### src/rtl/uart_tx_word.sv
// 8N1 UART transmitter that serialises either one byte or a full 32-bit word
// (LSB byte first, frames back-to-back) and reports per-byte and per-word completion.
module uart_tx_word #(
   parameter int NB_DATA      = 32,
   parameter int NB_BYTE      = 8,
   parameter int CLKS_PER_BIT = 2604
) (
   input  logic               i_clock,
   input  logic               i_reset,
   input  logic [NB_DATA-1:0] i_tx_data,
   input  logic               i_tx_start_8b,
   input  logic               i_tx_start_32b,
   output logic               o_tx,
   output logic               o_tx_busy,
   output logic               o_tx_done_8b_pulse,
   output logic               o_tx_done_32b_pulse
);

   localparam int BAUD_W = (CLKS_PER_BIT > 1) ? $clog2(CLKS_PER_BIT) : 1;
   localparam int BIT_W  = $clog2(NB_BYTE);
   localparam logic [BAUD_W-1:0] BAUD_LAST = BAUD_W'(CLKS_PER_BIT - 1);
   localparam logic [BIT_W-1:0]  BIT_LAST  = BIT_W'(NB_BYTE - 1);

   typedef enum logic [1:0] {
      IDLE,
      START,
      DATA,
      STOP
   } state_t;

   state_t               state_q;
   logic [NB_DATA-1:0]   word_q;
   logic [NB_BYTE-1:0]   shift_q;
   logic [BAUD_W-1:0]    baud_q;
   logic [BIT_W-1:0]     bit_q;
   logic [1:0]           byte_q;
   logic                 mode32_q;
   logic                 tx_q;
   logic                 busy_q;
   logic                 done8_q;
   logic                 done32_q;

   logic                 bit_end;
   logic                 more_bytes;

   assign bit_end    = (baud_q == BAUD_LAST);
   assign more_bytes = mode32_q && (byte_q != 2'd3);

   // NOTE: every register here is updated with non-blocking assignments so all
   // next-state decisions read the values from the start of the cycle.
   always_ff @(posedge i_clock or negedge i_reset) begin
      if (!i_reset) begin
         state_q  <= IDLE;
         word_q   <= '0;
         shift_q  <= '0;
         baud_q   <= '0;
         bit_q    <= '0;
         byte_q   <= '0;
         mode32_q <= 1'b0;
         tx_q     <= 1'b1;
         busy_q   <= 1'b0;
         done8_q  <= 1'b0;
         done32_q <= 1'b0;
      end else begin
         done8_q  <= 1'b0;
         done32_q <= 1'b0;
         case (state_q)
            IDLE: begin
               if (i_tx_start_32b || i_tx_start_8b) begin
                  word_q   <= i_tx_data;
                  shift_q  <= i_tx_data[NB_BYTE-1:0];
                  mode32_q <= i_tx_start_32b;
                  byte_q   <= '0;
                  bit_q    <= '0;
                  baud_q   <= '0;
                  tx_q     <= 1'b0;
                  busy_q   <= 1'b1;
                  state_q  <= START;
               end
            end
            START: begin
               if (bit_end) begin
                  baud_q  <= '0;
                  bit_q   <= '0;
                  tx_q    <= shift_q[0];
                  shift_q <= shift_q >> 1;
                  state_q <= DATA;
               end else begin
                  baud_q <= baud_q + 1'b1;
               end
            end
            DATA: begin
               if (bit_end) begin
                  baud_q <= '0;
                  if (bit_q == BIT_LAST) begin
                     tx_q    <= 1'b1;
                     state_q <= STOP;
                  end else begin
                     tx_q    <= shift_q[0];
                     shift_q <= shift_q >> 1;
                     bit_q   <= bit_q + 1'b1;
                  end
               end else begin
                  baud_q <= baud_q + 1'b1;
               end
            end
            STOP: begin
               if (bit_end) begin
                  baud_q  <= '0;
                  done8_q <= 1'b1;
                  if (more_bytes) begin
                     // The word register shifts down so the next byte always sits in its second lane.
                     byte_q  <= byte_q + 2'd1;
                     word_q  <= word_q >> NB_BYTE;
                     shift_q <= word_q[2*NB_BYTE-1:NB_BYTE];
                     tx_q    <= 1'b0;
                     state_q <= START;
                  end else begin
                     done32_q <= mode32_q;
                     busy_q   <= 1'b0;
                     state_q  <= IDLE;
                  end
               end else begin
                  baud_q <= baud_q + 1'b1;
               end
            end
            default: state_q <= IDLE;
         endcase
      end
   end

   assign o_tx                = tx_q;
   assign o_tx_busy           = busy_q;
   assign o_tx_done_8b_pulse  = done8_q;
   assign o_tx_done_32b_pulse = done32_q;

endmodule

### config.mk
export PLATFORM = sky130hd
export DESIGN_NAME = uart_tx_word
export DESIGN_NICKNAME = d
export VERILOG_FILES = /design/src/rtl/uart_tx_word.sv
export SDC_FILE = /design/constraint.sdc
export NUM_CORES = 1
export LEC_CHECK = 0
export CAP_MARGIN = 40
export CORE_MARGIN = 2
export CORE_UTILIZATION = 56
export DETAILED_ROUTE_END_ITERATION = 8
export PLACE_DENSITY_LB_ADDON = 0.25
export SLEW_MARGIN = 20
export SYNTH_ARGS = -nofsm -noshare
export SYNTH_HDL_FRONTEND = slang
export SYNTH_SLANG_ARGS = --single-unit
export TNS_END_PERCENT = 50
### constraint.sdc
create_clock -name i_clock -period 3 [get_ports i_clock]
set_clock_uncertainty 0.1 [all_clocks]
set_input_delay 0.6 -clock i_clock [delete_from_list [all_inputs] [get_ports i_clock]]
set_output_delay 0.6 -clock i_clock [all_outputs]
set_load 0.005 [all_outputs]
* Yosys cells after proc, flatten, opt, wreduce, memory -nomap -nowiden *
Cells that the tools add are included.
Widths: inputs -> output; s select.

storage, ports and cells
  word-level logic and storage cells = 87
  output and inout port bits = 4
  register bits = 64

operators by class
  add/subtract/negate cells = 3
  reductions and logical operators = 13
  equality and inequality tests = 14
  multiplexer cells = 46

operator list
  kind                   number
  $mux 32                3
  $pmux 32 s2            1
  $mux 8                 6
  $pmux 8 s4             1
  $mux 12                2
  $pmux 12 s2            1
  $ne 2x2->1 const B     9
  $mux 2                 8
  $mux 1                 15
  $reduce_and 5->1       3
  $add 12x1->12 const B  1
  $eq 12x12->1 const B   1
  $mux 3                 4
  $pmux 3 s3             1
  $pmux 2 s4             1
  $reduce_and 4->1       2
  $reduce_and 6->1       1
  $eq 2x2->1 const B     2
  $pmux 1 s4             1
  $pmux 2 s2             1
  $add 3x1->3 const B    1
  $eq 3x3->1 const B     1
  $reduce_bool 3->1      1
  $reduce_or 3->1        1
  8 further kinds        8

* Depth between registers and ports, before layout *
Gate-level depths: netlist of run 1.

  depth in word-level cells = 5
  depth in mapped cells = 8
  gate-level depth less buffers = 6

* Least setup slack after synthesis of run 1 *
No wires, ideal clock.

  path type = reg-to-reg
  from = register state_q[0]
  to = register bit_q[0]
  cell stages (with the launch flop) = 9
  period minus slack after synthesis = 2234 ps
  arrival time = 2009 ps
  slack = 766 ps
  buffers on the path = 2
  path through = dfrtp_1 > inv_1 > ha_1 > buf_6 > nor3b_1 > clkbuf_1 > a211o_1 > a21oi_1 > mux2_2

on the way
  longest elaborated chain between the ends = 3
  elaborated cells between the ends (all ways) = 10

RTL lines
  element                                                    RTL line  RTL
  start: declaration                                         31        state_t state_q;
  start signal: assignment                                   53        state_q <= IDLE;
  start signal: assignment                                   78        state_q <= START;
  start signal: assignment                                   87        state_q <= DATA;
  $eq 2x2->1, or another cell as far along                   67        case (state_q)
  $ne 2x2->1 (no line) or $reduce_bool 3->1 (tied branches)  -
  $reduce_and 5->1 (no line)                                 -
  end signal: assignment                                     101       bit_q <= bit_q + 1'b1;
  end: declaration                                           35        logic [BIT_W-1:0] bit_q;

Parallel ways exist; a longest one is shown, timed or not.
A chain may end at the register's enable or synchronous reset.

* Worst setup path in the final report of run 1 *
  from = register state_q[0]
  to = register shift_q[1]

on the way
  longest elaborated chain between the ends = 3
  elaborated cells between the ends (all ways) = 12

RTL lines
  element                                   RTL line  RTL
  $eq 2x2->1, or another cell as far along  67
  $ne 2x2->1 (no line)                      -
  $reduce_and 6->1 (no line)                -
  end signal: assignment                    71        shift_q <= i_tx_data[NB_BYTE-1:0];
  end signal: assignment                    86        shift_q <= shift_q >> 1;
  end signal: assignment                    100       shift_q <= shift_q >> 1;
  end: declaration                          33        logic [NB_BYTE-1:0] shift_q;

Parallel ways exist; a longest one is shown, timed or not.

==> flow_summary_export.csv, run 1 <==
group,metric,value,unit
timing,setup_tns,0,ns
pwr,seqPwrFrac,0.567,
global_route,overflow,0,
timing,rsz0062_at_grt,"false",
pwr,sw_frac_of_total,0.209,
die,initial_core_util,0.578,
synthesis,synth.most_common_cell,"dfrtp_1",
worst_setup_path,crit_path_start,"state_q[0]$_DFFE_PN0P_",
timing,period_needed,2.53,ns
drt,drt_first_pass_iters,4,
synthesis,synthAdderAreaFrac,0.0356,
clock_network,postCtsSetupBuffers,0,
layout,final_cell_count_no_fill,378,
hold_path,hold_path.class,"in2async",
die,ios,40,
worst_setup_path,r2r-end,"shift_q[1]$_DFFE_PN0P_",
layout,final_nets,350,
worst_setup_path,r2r_slack,0.47,ns
drt,post_drt_via_cell_ratio,5.68,
clock_network,hold_buffers,0,
drt,wl,5770,um
timing,drv_slew,0,
clock_network,cts_max_level,2,
synthesis,synth.distinct_cells,50,
placed_design,place_area,3530,um2
drt,drtIter0Drc,112,
die,dieArea,6270,um2
global_route,track_usage,0.195,
synthesis,yosysTopAreaCell,"dfrtp_1",
synthesis,avgSynthCellArea,11.6,um2
run_status,outcome,"finished, final reports clean",
pwr,ir_drop,0.219,mV
clock_network,clock_sinks,56,
synthesis,synth_commonest_cells,"55 x dfrtp_1, 33 x mux2_2, 28 x nand2_1",
drt,drc,0,
die,core_area,5470,um2
global_route,antenna_found_initial,0,
global_route,grt_pass1_vias,2032,
timing,slew-limit-headroom,0.459,
die,rows,27,
clock_network,clock_path_buffers,2,
worst_setup_path,critPathCaptureType,"register",
worst_setup_path,crit_required,3.10,ns
drt,ant_nets,0,
pwr,p_int,1.09,mW
placed_design,dp_cells,370,
timing,tightestPinTransition,0.809,ns
global_route,grt_start_max_net_pins,34,
job,max_cap_violations,0,
worst_setup_path,cp_max_fo,10,
layout,antenna_cells,0,
pwr,combPwrFrac,0.073,
timing,setup_ws,0.468,ns
worst_setup_path,critical_path_class,"reg2reg",
layout,utilization,0.665,
drt,vias,2147,
timing,finalHoldViolations,0,
synthesis,synth_seq_area_share,0.443,
clock_network,clk_latency,0.31,ns
pwr,p_switching,288,uW
synthesis,synth-compound-area-share,0.122,
synthesis,ys_warn_count,0,
synthesis,synthSimpleGateAreaFrac,0.127,
pwr,p_total,1.38,mW
die,die-height,79.2,um
layout,area_delta_synth_final,15.1,%
clock_network,cts_resized,0,
synthesis,syn_inst,272,
synthesis,synth.area.mux_share,0.212,
clock_network,cts-root-buf,"clkbuf_8",
synthesis,yosys_most_used_dff,"dfrtp_1",
pwr,p_leak,1.57,nW
placed_design,place.gp.congestion,0.827,
clock_network,path_clk_slew,0.10,ns
placed_design,hpwl,4020,um
placed_design,preCtsSetupSlack,0.391,ns
timing,clock.fmax,395,MHz
timing,setup_viol,0,
die,fp.dieW,79.2,um
clock_network,cts_buffers,5,
timing,hold_slack,0.0637,ns
worst_setup_path,start_kind,"register",
drt,routedWlPerCell,15.3,um
synthesis,synth_top_family_by_area,"multiplexers",
worst_setup_path,reg2reg_from,"state_q[0]$_DFFE_PN0P_",
layout,drive_gt1_frac,0.242,
global_route,grt_pass1_wl,9720,um
synthesis,synth_nets,317,
synthesis,synthArstFlopShare,1.00,
synthesis,synth_xor_area_frac,0,
synthesis,synth_area,3160,um2
layout,fin_area,3640,um2
synthesis,synth_area_leaders,"dfrtp_1 44%, mux2_2 12%, mux2_4 8.5%",
synthesis,synth_seq_cells,56,
worst_setup_path,reg2regPathDepth,6,
clock_network,cts_tree,"built",
synthesis,synth_edf_count,0,
pwr,power.share.clock,0.360,
pwr,cellPowerDensity,378,nW/um2
placed_design,io_buffers,39,
worst_setup_path,worst-endpoint-arrival,2.64,ns
timing,fin_crit_sh,0.844,
synthesis,yosysTopAreaCellShare,0.435,
==> logic make-up after synthesis <==
logic type,Yosys count
AND/OR/NAND/NOR,70
AO/OA/AOI/OAI,57
flip-flops,56
multiplexers,54
buffers and inverters,26
adder cells (fa/ha/maj),9
==> worst max path at each step <==
stage	endpoint	slack, ns	cells past startpoint
final	shift_q[1]$_DFFE_PN0P_	0.47	6
after global placement	shift_q[7]$_DFFE_PN0P_	0.43	5
after detailed placement	shift_q[1]$_DFFE_PN0P_	0.39	5
after CTS	shift_q[1]$_DFFE_PN0P_	0.48	6
after global routing	shift_q[7]$_DFFE_PN0P_	0.28	6
after floorplan	bit_q[0]$_DFFE_PN0P_	0.77	8
==> critical path, cell delays in order, from the launching register on <==
cell     delay, ns
dfrtp_1       0.42
inv_1         0.16
ha_1          0.41
nor3b_1       0.46
a21o_1        0.18
a211o_1       0.31
mux2_2        0.38
==> layout by cell type, fill, tap and decap left out, types with 2 or more instances in the layout <==
cell type and instances:
and2b_1 6, clkbuf_8 5, mux2_2 33, inv_1 8, nor2_1 7, o31ai_1 2, a21oi_1 9, and2_1 2
nand4_1 3, and3_1 2, mux2_4 18, a22oi_1 7, a21o_1 3, mux2i_1 3, ha_1 9, a211o_1 4
buf_4 4, a22o_1 2, o211ai_1 2, nand2_1 28, nor2b_1 3, nor3b_1 2, dfrtp_1 55, o21ai_0 14
clkdlybuf4s50_1 38, nand3_1 4, or2_2 2, a31oi_1 6, nand2b_1 2
==> sequential cells by signal (all words and copies together), names as in the netlist <==
name and flops:
o_tx_busy 1, word_q 24, shift_q 8, state_q 2, mode32_q 1, o_tx_done_32b_pulse 1, baud_q 12, bit_q 3
o_tx 1, byte_q 2, o_tx_done_8b_pulse 1
==> routing by layer <==
metal	wire, um	GRT usage	vias up
met5	0	0	-
met3	180	0.0386	8
met2	2760	0.301	36
li1	-	-	1043
met1	2760	0.280	1060
met4	68	0.0603	0
==> layout make-up <==
type	count	area [um2]
Fill cell	442	1830
Multi-Input combinational cell	190	1570
Sequential cell	56	1400
Timing Repair Buffer	44	435
Tap cell	72	90.1
Clock buffer	5	68.8
Clock inverter	3	42.5
Inverter	8	30.0
==> power groups by stage <==
stage	sequential (mW)	clock [mW]	combinational, mW
after floorplan	0.791	0	0.0352
after global placement	0.794	0	0.100
after detailed placement	0.795	0	0.102
after CTS	0.780	0.510	0.103
after global routing	0.782	0.539	0.110
final	0.780	0.495	0.100
No activity file was read; power rests on OpenSTA's default activity.
==> run 2, diff against run 1 <==
- CORE_UTILIZATION: 56 -> 50
- clock period: 3 -> 2.3 ns (I/O delays scaled with it)
==> run 2 against run 1 <==
  * Flip-flop and latch count is the same
  * Hold slack got worse by 0.043 ns
  * Non-clock buffer count rose by 9
  * Sequential share of layout area shrank 0.70 points
  * Final cell count grew 3.2%
  * Final area is 1.9% higher
  * Clock-buffer cell count up 2
  * Highest routed layer unchanged
  * Critical endpoint is now word_q[17]$_DFFE_PN0P_
  * Global-route usage fell by 1.3 points
  * Critical path depth did not move
  * Power increased by 25%
  * Die area is 11% higher
==> flow_summary_export.csv, run 2 (same netlist as run 1, synthesis figures left out) <==
group,metric,value,unit
drt,drt_first_pass_iters,4,
worst_setup_path,critPathCaptureType,"register",
worst_setup_path,reg2reg_from,"baud_q[0]$_DFFE_PN0P_",
timing,tightestPinTransition,0.496,ns
timing,period_needed,2.14,ns
pwr,cellPowerDensity,463,nW/um2
worst_setup_path,crit_family,"simple AND/OR/NAND/NOR gates",
timing,finalHoldViolations,0,
die,die-height,83.5,um
worst_setup_path,reg2regPathDepth,6,
worst_setup_path,crit_required,2.41,ns
drt,ant_nets,0,
pwr,p_switching,372,uW
die,rows,28,
timing,drv_slew,0,
clock_network,cts_buffers,5,
worst_setup_path,critical_path.cell_chain,"ha_1, and4bb_2, nand3_4, a211o_1, buf_12, mux2_4",
timing,setup_viol,0,
layout,drive_gt1_frac,0.263,
timing,fin_crit_sh,0.932,
clock_network,postCtsSetupBuffers,0,
placed_design,dp_cells,382,
worst_setup_path,critical_path_class,"reg2reg",
worst_setup_path,cp_slowest_cell,"dfrtp_1",
worst_setup_path,critical_path_depth,6,
layout,area_delta_synth_final,17.2,%
layout,antenna_cells,0,
die,fp.dieW,83.5,um
global_route,grt_start_max_net_pins,57,
pwr,combPwrFrac,0.079,
timing,slew-limit-headroom,0.669,
pwr,p_leak,1.61,nW
global_route,grt_pass1_vias,2118,
drt,routedWlPerCell,14.9,um
clock_network,clock_sinks,56,
worst_setup_path,cp_max_fo,26,
die,dieArea,6980,um2
die,ios,40,
layout,final_nets,359,
pwr,power.share.clock,0.329,
global_route,antenna_found_initial,0,
clock_network,cts_tree,"built",
pwr,sw_frac_of_total,0.217,
worst_setup_path,worst-path-buf-inv,1,
hold_path,hold_path.class,"in2async",
timing,setup_ws,0.156,ns
pwr,ir_drop,0.293,mV
run_status,outcome,"finished, final reports clean",
drt,post_drt_via_cell_ratio,5.53,
clock_network,cts-root-buf,"clkbuf_8",
drt,drc,0,
placed_design,io_buffers,39,
pwr,p_total,1.72,mW
layout,most-common-layout-cells,"55 x dfrtp_1, 38 x clkdlybuf4s50_1, 33 x mux2_2, 28 x nand2_1, 18 x mux2_4",
placed_design,hpwl,4040,um
layout,reg.largest.list,"word_q: 24 flops, baud_q: 12 flops, shift_q: 8 flops",
timing,setup_tns,0,ns
timing,rsz0062_at_grt,"false",
job,max_cap_violations,0,
layout,layout_commonest_cell,"dfrtp_1",
worst_setup_path,worst-endpoint-arrival,2.25,ns
clock_network,clock_path_buffers,2,
drt,vias,2156,
clock_network,path_clk_slew,0.10,ns
die,initial_core_util,0.525,
global_route,overflow,0,
clock_network,clk_latency,0.31,ns
drt,drtIter0Drc,112,
worst_setup_path,r2r_slack,0.16,ns
pwr,p_int,1.35,mW
layout,regMostFlops,"word_q",
timing,clock.fmax,466,MHz
global_route,grt_pass1_wl,10300,um
worst_setup_path,r2r-end,"word_q[17]$_DFFE_PN0P_",
layout,final_cell_count_no_fill,390,
layout,largest_reg_flops,24,
worst_setup_path,critPathMaxStageDelay,0.39,ns
die,core_area,6030,um2
placed_design,place.gp.congestion,0.783,
placed_design,preCtsSetupSlack,0.0178,ns
clock_network,cts_max_level,2,
global_route,track_usage,0.182,
drt,wl,5830,um
worst_setup_path,start_kind,"register",
pwr,seqPwrFrac,0.592,
layout,utilization,0.615,
## run 2: layout make-up
class | count | area [um2]
fillers | 497 | 2320
clock inverters | 1 | 7.51
inverters | 8 | 30.0
well taps | 75 | 93.8
flip-flops and latches | 56 | 1400
multi-input cells | 190 | 1570
clock buffers | 7 | 86.3
repair buffers | 53 | 515
## run 2: how the worst max path moves through the flow
stage                      startpoint                     end  slack (ns)
2_1_floorplan  state_q[0]$_DFFE_PN0P_    bit_q[0]$_DFFE_PN0P_        0.07
3_3_place_gp            i_tx_start_8b  shift_q[3]$_DFFE_PN0P_        0.02
3_5_place_dp            i_tx_start_8b  shift_q[7]$_DFFE_PN0P_        0.02
4_1_cts        state_q[0]$_DFFE_PN0P_  shift_q[0]$_DFFE_PN0P_        0.15
5_1_grt         baud_q[0]$_DFFE_PN0P_  word_q[27]$_DFFE_PN0P_        0.09
6_report        baud_q[0]$_DFFE_PN0P_  word_q[17]$_DFFE_PN0P_        0.16
## run 2: per-stage QoR
stage          hold slack [ns]  cell area, um2
3_3_place_gp             0.383            3610
5_1_grt                 0.0385            3710
3_5_place_dp             0.384            3610
6_report                0.0209            3710
4_1_cts                 0.0317            3710
2_1_floorplan           0.0644            3160
## run 2: worst reg2reg max path, cell delays in order (launching register included)
cell,delay (ns)
dfrtp_1,0.39
ha_1,0.26
and4bb_2,0.32
nand3_4,0.11
a211o_1,0.35
buf_12,0.19
mux2_4,0.33
## run 2: routing by layer
layer	global-route usage	vias to the layer above	wire, um
met1	0.257	1049	2910
met3	0.0366	6	178
met5	0	-	0
met4	0.0630	0	75
li1	-	1072	-
met2	0.280	29	2670
## run 2: what timing repair did
action / in CTS / in global routing
endpoints found under the setup margin: 0 / 1
hold buffers: 0 / 0
gates resized for setup: 0 / 1
## run 2: power by group through the flow
stage | combinational (mW) | sequential (mW) | clock (mW)
final | 0.135 | 1.02 | 0.565
after detailed placement | 0.138 | 1.04 | 0
after global placement | 0.136 | 1.04 | 0
after floorplan | 0.0459 | 1.03 | 0
after global routing | 0.149 | 1.02 | 0.627
after CTS | 0.138 | 1.02 | 0.588
==> run 3, diff against run 2 <==
- CORE_UTILIZATION: 50 -> 52
- CTS_BUF_LIST: unset -> sky130_fd_sc_hd__clkbuf_8
==> run 3 against run 2 <==
  * Core utilization rose by 2.1 points
  * Critical path depth grew 2
  * Final cell count is 0.26% higher
  * Register-to-register slack got worse by 0.02 ns
  * Clock power grew 13%
  * Hold slack better by 0.0092 ns
  * Global-route usage increased by 1.5 points
  * Power grew 4.3%
  * Non-clock buffer count grew 1
  * Worst setup slack got worse by 0.021 ns
==> flow_summary_export.csv, run 3 (same netlist as run 1, synthesis figures left out) <==
group,metric,value,unit
run_status,outcome,"finished, final reports clean",
drt,drtIter0Drc,116,
worst_setup_path,crit_required,2.39,ns
layout,final_nets,360,
layout,regMostFlops,"word_q",
timing,period_needed,2.17,ns
drt,post_drt_via_cell_ratio,5.66,
drt,drc,0,
worst_setup_path,critPathCaptureType,"register",
timing,slew-limit-headroom,0.666,
timing,rsz0062_at_grt,"false",
layout,fin_area,3750,um2
layout,drive_gt1_frac,0.266,
timing,finalHoldViolations,0,
timing,setup_tns,0,ns
layout,antenna_cells,0,
die,rows,28,
global_route,track_usage,0.196,
timing,fin_crit_sh,0.942,
timing,clock.fmax,462,MHz
layout,largest_reg_flops,24,
pwr,ir_drop,0.365,mV
clock_network,cts_buffers,5,
drt,routedWlPerCell,15.7,um
die,ios,40,
global_route,antenna_found_initial,0,
hold_path,hold_path.class,"in2async",
timing,tightestPinTransition,0.501,ns
layout,final_cell_count_no_fill,391,
placed_design,place_area,3630,um2
clock_network,cts_max_level,2,
die,core_area,5890,um2
die,dieArea,6720,um2
drt,drt_first_pass_iters,4,
layout,ff_latch_area,1400,um2
die,initial_core_util,0.537,
global_route,grt_pass1_vias,2209,
drt,ant_nets,0,
global_route,grt_pass1_wl,10300,um
timing,drv_slew,0,
layout,layout_commonest_cell,"dfrtp_1",
clock_network,clk_latency,0.31,ns
layout,area_delta_synth_final,18.4,%
clock_network,path_clk_slew,0.10,ns
worst_setup_path,cp_max_fo,8,
pwr,p_total,1.79,mW
layout,utilization,0.636,
layout,fill_cells,468,
pwr,cellPowerDensity,478,nW/um2
job,max_cap_violations,0,
timing,setup_viol,0,
worst_setup_path,start_kind,"register",
die,fp.dieW,82.0,um
clock_network,cts_tree,"built",
die,die-height,82.0,um
drt,vias,2214,
placed_design,hpwl,4230,um
timing,setup_ws,0.134,ns
clock_network,clock_sinks,56,
placed_design,preCtsSetupSlack,0.0689,ns
layout,reg.largest.list,"word_q: 24 flops, baud_q: 12 flops, shift_q: 8 flops",
drt,wl,6150,um
clock_network,clock_path_buffers,2,
placed_design,io_buffers,39,
pwr,p_leak,1.64,nW
layout,most-common-layout-cells,"55 x dfrtp_1, 38 x clkdlybuf4s50_1, 33 x mux2_2, 28 x nand2_1, 18 x mux2_4",
layout,multiInputGateArea,1580,um2
clock_network,hold_buffers,0,
placed_design,dp_cells,383,
worst_setup_path,critical_path_class,"reg2reg",
clock_network,cts-root-buf,"clkbuf_8",
worst_setup_path,worst-endpoint-arrival,2.26,ns
placed_design,place.gp.congestion,0.845,
global_route,grt_start_max_net_pins,57,
global_route,overflow,0,
timing,hold_slack,0.0301,ns
## run 3: cell count changes in the layout (fill, tap and decap cells not counted), sizes merged
cell and change:
buf +1, bufinv +1, clkbuf -2, clkinv +1, clkinvlp -1, inv +1
## run 3: path summary, 6_finish.rpt
check                      cells past startpoint                    from  slack, ns                      to
min in group i_clock                           1  word_q[25]$_DFFE_PN0P_       0.41  word_q[25]$_DFFE_PN0P_
max in group asynchronous                      2                 i_reset       1.79        o_tx$_DFFE_PN1P_
setup reg to reg                               8  state_q[0]$_DFFE_PN0P_       0.13  shift_q[6]$_DFFE_PN0P_
hold reg to reg                                1  word_q[25]$_DFFE_PN0P_       0.41  word_q[25]$_DFFE_PN0P_
hold / removal                                 2                 i_reset       0.03   baud_q[7]$_DFFE_PN0P_
setup / recovery                               8  state_q[0]$_DFFE_PN0P_       0.13  shift_q[6]$_DFFE_PN0P_
## run 3: what timing repair did
item,CTS,global route
setup endpoints to repair,0,14
gates resized for setup,0,1
setup buffers,0,0
## run 3: critical path, stage by stage (launching register included)
cell     delay, ns
dfrtp_1       0.41
inv_1         0.12
ha_1          0.26
nor3b_2       0.16
buf_4         0.15
a21o_1        0.18
a211o_1       0.27
buf_12        0.15
mux2_2        0.26
## run 3: area by class of cell
type                            count  share of cell area
Sequential cell                    56               0.374
Multi-Input combinational cell    190               0.421
Clock buffer                        5              0.0184
Inverter                            8             0.00802
Timing Repair Buffer               54               0.143
Clock inverter                      3              0.0104
Tap cell                           75              0.0251
## run 3: layer usage
layer	vias up	part of all wire	global-route usage
li1	1069	-	-
met1	1093	0.46	0.269
met2	43	0.49	0.316
met3	9	0.036	0.0374
met4	0	0.016	0.0600
met5	-	0	0
## run 3: report_power, final
group	internal (mW)	leakage [nW]	total (mW)	switching, mW
clock	0.320	0.0593	0.637	0.318
sequential	1.01	0.615	1.02	0.0126
combinational	0.0945	0.967	0.135	0.0410
==> RTL change (flow settings as in run 1) <==
Register the output `o_tx` once more, cleared by the reset; this adds one clock of latency there. The other outputs are not delayed to match.
--- a/src/rtl/uart_tx_word.sv
+++ b/src/rtl/uart_tx_word.sv
@@ -131,3 +131,9 @@
 
-   assign o_tx                = tx_q;
+   always_ff @(posedge i_clock or negedge i_reset) begin
+      if (!i_reset) begin
+         o_tx <= '0;
+      end else begin
+         o_tx <= tx_q;
+      end
+   end
    assign o_tx_busy           = busy_q;
Function: changed (Yosys sat finds a counterexample within 4 cycles, from zero or initial values and one cycle with i_reset low).
==> RTL change against run 1 <==
  * Synthesized area down 1.5%
  * Core utilization up 3.4 points
  * Sequential share of layout area shrank 0.96 points
  * Final area is 4.4% higher
  * Worst setup slack gained 20 ps
  * Count of clock-buffer cells in the layout grew 5
  * Wire length increased by 10%
  * Sequential cell count is 1 higher
  * Total power up 29%
  * Non-clock buffer count increased by 2
==> RTL change: results <==
set metrics [dict create \
    status "complete, no violations" \
    r2r_end "word_q[25]" \
    synth_top_area_share_pct 44.98 \
    post_drt_wl_per_cell_um 16.24 \
    cellLeakagePower_nw 1.687 \
    gp_congestion 0.8407 \
    n_antenna_cell 0 \
    clock_latency_ps 340 \
    rr_worst_depth 7 \
    dp_hpwl_mm 4.304 \
    final_nets 359 \
    r2r_slack_ps 490 \
    grtUsageTotal_pct 22.34 \
    use_met2_pct 32.65 \
    pg_seq_w 0.000796 \
    syn_avg_cell_area_um2 11.37 \
    dr.pass1.iters 4 \
    yosysUniqueCellTypes 45 \
    viasPerCell 5.637 \
    fin_cells 391 \
    comb_cell_power_w 0.000106 \
    globalRouteMet1Util_pct 32.00 \
    cts_buffers 9 \
    first_global_vias 2129 \
    synthTopCellsByCount "56 x dfrtp_1, 33 x mux2_2, 28 x nand2_1" \
    wl_met2_mm 2.924 \
    arrival_ps 2640 \
    drive_gt1_share_pct 25.08 \
    grt_first_pass_wirelength_mm 10.49 \
    route.met3.wl_um 273 \
    met3_usage_pct 4.368 \
    synth_compound_area_share_pct 11.57 \
    vdd_ir_drop_max_v 0.0002823 \
    drt-met1-wl_mm 3.017 \
    setup_violations 0 \
    switching_share_pct 19.73 \
    end_kind "flip-flop" \
    drtIter0Drc 126 \
    fill_cells 376 \
    synth.area.mux_share_pct 21.57 \
    syn_nets 319 \
    htree_levels 3 \
    crit_fanout 26 \
    synth_warnings 0 \
    ys_seq_area_share_pct 45.82 \
    fmax_mhz 398.2 \
    clk_pin_slew_ps 60 \
    synthTopCellsByArea "dfrtp_1 45%, mux2_2 12%, mux2_4 8.7%" \
    cts_resized 0 \
    dp_cells 375 \
    synth_fa_ha_area_share_pct 3.614 \
    tightest_slew_ps 471.5 \
]
==> RTL change: through the flow <==
step	worst slack, ps	instance area, um^2	hold WS (ps)	utilization [%]	power [W]
global route	327.4	3801	80.05	69.89	0.001823
detailed placement	355.2	3558	289.2	65.42	0.0009150
global placement	402.8	3538	291.0	65.06	0.0009091
finish	488.7	3801	57.71	69.89	0.001778
CTS	472.0	3801	55.98	69.89	0.001791
floorplan	863.2	3115	204.4	-	0.0008403
==> RTL change: critical path, cell delays in order (launching register included) <==
cell,delay [ps]
dfrtp_1,410
inv_1,150
ha_1,390
nor3b_1,220
buf_4,220
or3_1,130
buf_4,370
mux2_2,390
==> RTL change: layout make-up <==
type,instances,share of cell area (%)
multi-input cells,192,41.05
clock inverters,6,2.765
repair buffers,46,11.85
clock buffers,10,3.621
flip-flops and latches,57,37.56
well taps,72,2.370
inverters,8,0.7900
